## config.mk

```make
export PLATFORM = sky130hd
export DESIGN_NAME = token_precision_scorer_flat
export DESIGN_NICKNAME = d
export VERILOG_FILES = /design/src/rtl/token_precision_scorer_if.sv /design/src/rtl/token_precision_scorer.sv /design/src/flat_wrapper.sv
export SDC_FILE = /design/constraint.sdc
export NUM_CORES = 1
export LEC_CHECK = 0
export BUFFER_PORTS_ARGS = -buffer_cell sky130_fd_sc_hd__buf_4
export CORE_ASPECT_RATIO = 0.5
export CORE_UTILIZATION = 50
export DETAILED_ROUTE_END_ITERATION = 10
export PLACE_DENSITY = 0.73
export SLEW_MARGIN = 5
export SYNTH_ARGS = -nofsm -noshare
export SYNTH_HDL_FRONTEND = slang
export SYNTH_SLANG_ARGS = --single-unit
```

## constraint.sdc

```tcl
create_clock -name clk -period 11.1 [get_ports clk]
set_clock_uncertainty 0.2 [all_clocks]
set_input_delay 1.11 -clock clk [delete_from_list [all_inputs] [get_ports clk]]
set_output_delay 1.11 -clock clk [all_outputs]
set_load 0.03 [all_outputs]
```

## src/rtl/token_precision_scorer_if.sv

```systemverilog
// Row-stream and result bundle for the token precision scorer.
interface token_precision_scorer_if #(
  parameter int DATA_WIDTH = 16,
  parameter int L          = 8
);
  logic                    start;
  logic                    row_valid;
  logic                    row_ready;
  logic [DATA_WIDTH*L-1:0] row_data;
  logic [3:0]              token_precision [L-1:0];
  logic                    done;
  logic                    out_valid;
  logic                    busy;

  modport master (
    output start, row_valid, row_data,
    input  row_ready, token_precision,
    input  done, out_valid, busy
  );

  modport slave (
    input  start, row_valid, row_data,
    output row_ready, token_precision,
    output done, out_valid, busy
  );
endinterface

```

## src/rtl/token_precision_scorer.sv

```systemverilog
// Column-max attention scorer assigning per-token INT4/INT8/FP16 codes.
// Optional TPS_STATS_EN adds per-code token counts.
module token_precision_scorer #(
  parameter int          DATA_WIDTH = 16,
  parameter int          L          = 8,
  parameter logic [15:0] THR_HI     = 16'h3000,
  parameter logic [15:0] THR_LO     = 16'h2000
) (
  input logic clk,
  input logic rst,
  token_precision_scorer_if.slave bus
`ifdef TPS_STATS_EN
  ,
  output logic [$clog2(L+1)-1:0] cnt_int4,
  output logic [$clog2(L+1)-1:0] cnt_int8,
  output logic [$clog2(L+1)-1:0] cnt_fp16
`endif
);

  localparam int CW = $clog2(L);

  typedef enum logic [1:0] {
    IDLE,
    ACCUM,
    DECIDE,
    DONE
  } state_t;

  state_t state, state_n;

  logic [CW-1:0] row_cnt;
  logic [15:0]   colmax [L-1:0];
  logic [15:0]   mag    [L-1:0];
  logic [3:0]    code   [L-1:0];
  logic [3:0]    tp     [L-1:0];
  logic          done_q;
  logic          out_valid_q;
  logic          accept;
  logic          last_row;

  // Negatives score as zero; NaN/Inf saturate to +Inf.
  function automatic logic [15:0] fp_mag(input logic [15:0] x);
    if (x[15])
      return 16'h0000;
    else if (x[14:10] == 5'h1F)
      return 16'h7C00;
    else
      return x;
  endfunction

  assign accept   = (state == ACCUM) && bus.row_valid;
  assign last_row = (row_cnt == CW'(L-1));

  always_comb begin
    for (int c = 0; c < L; c++) begin
      mag[c] = fp_mag(bus.row_data[c*DATA_WIDTH +: 16]);
      if (colmax[c] >= THR_HI)
        code[c] = 4'd2;
      else if (colmax[c] >= THR_LO)
        code[c] = 4'd1;
      else
        code[c] = 4'd0;
    end
  end

  always_ff @(posedge clk) begin
    if (rst)
      state <= IDLE;
    else
      state <= state_n;
  end

  always_comb begin
    state_n = state;
    unique case (state)
      IDLE:   if (bus.start) state_n = ACCUM;
      ACCUM:  if (accept && last_row) state_n = DECIDE;
      DECIDE: state_n = DONE;
      DONE:   state_n = IDLE;
      default: state_n = IDLE;
    endcase
  end

  always_ff @(posedge clk) begin
    if (rst) begin
      row_cnt     <= '0;
      done_q      <= 1'b0;
      out_valid_q <= 1'b0;
      for (int c = 0; c < L; c++) begin
        colmax[c] <= 16'h0000;
        tp[c]     <= 4'd2;
      end
    end else begin
      unique case (state)
        IDLE: begin
          if (bus.start) begin
            row_cnt     <= '0;
            out_valid_q <= 1'b0;
            for (int c = 0; c < L; c++)
              colmax[c] <= 16'h0000;
          end
        end
        ACCUM: begin
          if (accept) begin
            for (int c = 0; c < L; c++)
              if (mag[c] > colmax[c])
                colmax[c] <= mag[c];
            if (!last_row)
              row_cnt <= row_cnt + CW'(1);
          end
        end
        DECIDE: begin
          done_q      <= 1'b1;
          out_valid_q <= 1'b1;
          for (int c = 0; c < L; c++)
            tp[c] <= code[c];
        end
        DONE: done_q <= 1'b0;
        default: done_q <= 1'b0;
      endcase
    end
  end

`ifdef TPS_STATS_EN
  localparam int SW = $clog2(L+1);

  logic [SW-1:0] n0, n1, n2;

  always_comb begin
    n0 = '0;
    n1 = '0;
    n2 = '0;
    for (int c = 0; c < L; c++) begin
      if (code[c] == 4'd0)
        n0 = n0 + SW'(1);
      else if (code[c] == 4'd1)
        n1 = n1 + SW'(1);
      else
        n2 = n2 + SW'(1);
    end
  end

  always_ff @(posedge clk) begin
    if (rst) begin
      cnt_int4 <= '0;
      cnt_int8 <= '0;
      cnt_fp16 <= '0;
    end else if (state == DECIDE) begin
      cnt_int4 <= n0;
      cnt_int8 <= n1;
      cnt_fp16 <= n2;
    end
  end
`endif

  assign bus.row_ready       = (state == ACCUM);
  assign bus.busy            = (state != IDLE);
  assign bus.done            = done_q;
  assign bus.out_valid       = out_valid_q;
  assign bus.token_precision = tp;

endmodule

```

## src/flat_wrapper.sv

```systemverilog
// flat-port wrapper written by rule: the top's interface ports become plain ports
module token_precision_scorer_flat 
#(
  parameter int          DATA_WIDTH = 16,
  parameter int          L          = 8,
  parameter logic [15:0] THR_HI     = 16'h3000,
  parameter logic [15:0] THR_LO     = 16'h2000
)
  (clk, rst, bus_start, bus_row_valid, bus_row_data, bus_row_ready, bus_token_precision, bus_done, bus_out_valid, bus_busy);
  token_precision_scorer_if #(.DATA_WIDTH(DATA_WIDTH), .L(L)) bus_i ();
  input logic clk;
  input logic rst;
  input wire logic [$bits(bus_i.start)-1:0] bus_start;
  input wire logic [$bits(bus_i.row_valid)-1:0] bus_row_valid;
  input wire logic [$bits(bus_i.row_data)-1:0] bus_row_data;
  output wire logic [$bits(bus_i.row_ready)-1:0] bus_row_ready;
  output wire logic [$bits(bus_i.token_precision)-1:0] bus_token_precision;
  output wire logic [$bits(bus_i.done)-1:0] bus_done;
  output wire logic [$bits(bus_i.out_valid)-1:0] bus_out_valid;
  output wire logic [$bits(bus_i.busy)-1:0] bus_busy;
  assign bus_i.start = bus_start;
  assign bus_i.row_valid = bus_row_valid;
  assign bus_i.row_data = bus_row_data;
  assign bus_row_ready = bus_i.row_ready;
  assign bus_token_precision = {>>{bus_i.token_precision}};
  assign bus_done = bus_i.done;
  assign bus_out_valid = bus_i.out_valid;
  assign bus_busy = bus_i.busy;
  token_precision_scorer #(.DATA_WIDTH(DATA_WIDTH), .L(L), .THR_HI(THR_HI), .THR_LO(THR_LO)) u_core (.clk(clk), .rst(rst), .bus(bus_i));
endmodule
```

==> results.json <==
{
  "final_cells": 1390,
  "numCtsBuffers": 17,
  "outcome": "complete, no violations",
  "critPathLaunch": "bus_row_data[124]",
  "grt_overflow_total": 0,
  "cp_data_required_time_ns": 11.07,
  "synth_edf_count": 105,
  "num_antenna_cells": 0,
  "r2r-end": "u_core.colmax[0][93]",
  "cts.sinks": 143,
  "htree_num_levels": 4,
  "grt_util_all_layers_pct": 21.6,
  "syn-mean-instance-area_um2": 9.92,
  "final_cell_mix": "buf_4 (160), ha_1 (126), inv_1 (123), edfxtp_1 (105), nor3b_1 (89)",
  "die_w_um": 198,
  "dr.pass1.iters": 4,
  "endpoint_kind": "flop",
  "wl_per_cell_um": 14.8,
  "gp_congestion": 0.853,
  "hold_violations": 0,
  "port-buffer-count": 151,
  "areaGrowthSynthToFinish_pct": 20.0,
  "synth_ff_type": "edfxtp_1",
  "slew_headroom_pct": 18.9,
  "fmax_mhz": 210,
  "hp-class": "flop to flop",
  "slowest_stage": "nor3_2",
  "crit_path_max_incr_delay_ns": 0.85,
  "leakagePower_uw": 0.00491,
  "fillers": 1575,
  "post-cts-setup-buffers": 0,
  "cp_max_fo": 16,
  "rows": 35,
  "final_common_cell": "buf_4",
  "fin_area_um2": 11500,
  "worstReg2RegStart": "u_core.state[1]",
  "grt_pass1_wl_mm": 34.4,
  "min_from": "u_core.colmax[0][0]",
  "dr_total_vias": 7267,
  "die_h_um": 99.9,
  "ys.warnings.count": 0,
  "ant_nets": 0,
  "seqCellArea_um2": 3910,
  "drc": 0,
  "maxCapViolCount": 0,
  "grt_pass1_vias": 7299,
  "crit_chain": "buf_4, and3_1, a31oi_1, and2_1, ha_1, a21o_1, a21o_1, a21oi_1, o21ai_0, nor3_2, o21ai_1, buf_4",
  "setup_tns_ns": 0,
  "synthCells": 966,
  "drive_above_1_share_pct": 17.9,
  "drtIter0Drc": 303,
  "finalMaxSlewViolations": 0,
  "placed_area_um2": 10900,
  "finalSetupViolCount": 0,
  "worstMarginPinSlew_ns": 1.22,
  "holdBufCountCts": 0,
  "synth-async-reset-ratio_pct": 0,
  "vias_per_cell": 5.23,
  "ys_ff_latch": 143,
  "ios": 168,
  "ir_drop_mv": 0.114,
  "path_clk_slew_ns": 0.06,
  "syn-cell-area_um2": 9580,
  "coreArea_um2": 18600,
  "worstSetupEndpoint": "u_core.colmax[0][114]",
  "worstSetupPathType": "input port to flop",
  "clockBufferDepth": 2,
  "die-area_um2": 19700,
  "wl_mm": 20.6,
  "cts_root_buf": "clkbuf_16",
  "start_util_pct": 51.6,
  "insertion_delay_ns": 0.41,
  "reg2regPathDepth": 8,
  "finalCriticalPeriod_ns": 4.77,
  "cts_tree": "done",
  "timing.reg2reg.setup_slack_ns": 7.65,
  "multiInputGateArea_um2": 5020,
  "period_share_pct": 43.0,
  "final_nets": 1377,
  "ys_seq_area_share_pct": 40.9,
  "antenna_found_initial": 0,
  "post_cts_resized": 0,
  "dp_hpwl_mm": 15.6,
  "startpoint_type": "input port",
  "grt_max_degree": 36,
  "synth.distinct_cells": 44,
  "critPathArrivalTime_ns": 4.74,
  "rsz0062_at_grt": "false",
  "dp_cells": 1359,
  "power_density_nw_per_um2": 168
}
cells in the mapped netlist (8+ instances only):
cell / n / share of area (%)
o21ai_0: 31 / 1.6
nand4_1: 24 / 1.6
nor2_1: 36 / 1.4
edfxtp_1: 105 / 33
nor3_1: 12 / 0.63
buf_2: 11 / 0.57
clkbuf_1: 12 / 0.47
nand2b_1: 13 / 0.85
and3_1: 11 / 0.72
a21o_1: 32 / 2.5
nor3b_1: 89 / 7.0
and2_1: 72 / 4.7
dfxtp_1: 38 / 7.9
nand2_1: 26 / 1.0
inv_1: 123 / 4.8
nand3_1: 11 / 0.57
o211ai_1: 9 / 0.71
nor2b_1: 60 / 3.9
a31oi_1: 8 / 0.52
o21a_1: 10 / 0.78
a211oi_1: 8 / 0.63
buf_4: 16 / 1.3
ha_1: 126 / 16
a22o_1: 14 / 1.3
a21oi_1: 31 / 1.6
worst min-delay path by stage:
stage / end / slack, ns / cells after the start
after detailed placement: u_core.row_cnt[1] / 0.26 / 2
after global routing: u_core.colmax[0][0] / 0.30 / 2
after CTS: u_core.row_cnt[1] / 0.27 / 2
after global placement: u_core.colmax[0][0] / 0.26 / 2
final: u_core.colmax[0][0] / 0.27 / 2
after floorplan: u_core.colmax[0][0] / 0.24 / 2
where the power goes:
part	switching [uW]	internal, uW
registers	36.4	696
logic	392	239
clock network	222	340
per-layer routing:
layer | global-route usage [%] | routed length (um) | share of wire, %
met5 | 0 | 0 | 0
met1 | 28.0 | 9760 | 47
met3 | 4.23 | 666 | 3.2
met2 | 37.9 | 9990 | 49
met4 | 4.35 | 150 | 0.73
logic make-up (layout without fill, tap and decap cells):
group,after synthesis,count (layout),share of synthesized area [%]
compound gates,159,159,11.4
fa+ha+maj,126,126,16.5
buf+inv,164,314,7.35
flops,143,143,40.9
mux,1,1,0.104
other cells,1,16,0.0391
simple gates,372,372,23.8
final cells by class:
| class | instances | area share, % |
|---|---|---|
| clock inverters | 11 | 1.01 |
| flip-flops and latches | 143 | 34.1 |
| clock buffers | 20 | 3.97 |
| inverters | 123 | 4.02 |
| multi-input cells | 674 | 43.7 |
| well taps | 259 | 2.82 |
| repair buffers | 160 | 10.5 |
state kept, by name (all words and copies together), names as in the netlist:
| register | cells |
|---|---|
| u_core.bus.done | 1 |
| u_core.colmax | 120 |
| u_core.bus.token_precision | 16 |
| u_core.row_cnt | 3 |
| u_core.state | 2 |
| u_core.bus.out_valid | 1 |
critical path, delay by kind of cell:
kind / cells / cell delay (ns)
AO/OA/AOI/OAI: 6 / 1.64
adder cells (fa/ha/maj): 1 / 0.27
buffers and inverters: 2 / 0.41
AND/OR/NAND/NOR: 3 / 1.28
stage by stage:
| stage | util, % | power (uW) | worst slack [ns] | hold WS, ns |
|---|---|---|---|---|
| 3_3_place_gp | 58.8 | 1340 | 6.15 | 0.258 |
| 3_5_place_dp | 58.8 | 1370 | 5.93 | 0.264 |
| 6_report | 61.9 | 1930 | 6.33 | 0.269 |
| 5_1_grt | 61.9 | 2050 | 5.98 | 0.297 |
| 2_1_floorplan | - | 1180 | 6.54 | 0.240 |
| 4_1_cts | 61.9 | 1940 | 6.37 | 0.274 |
(Power assumes the default switching activity.)
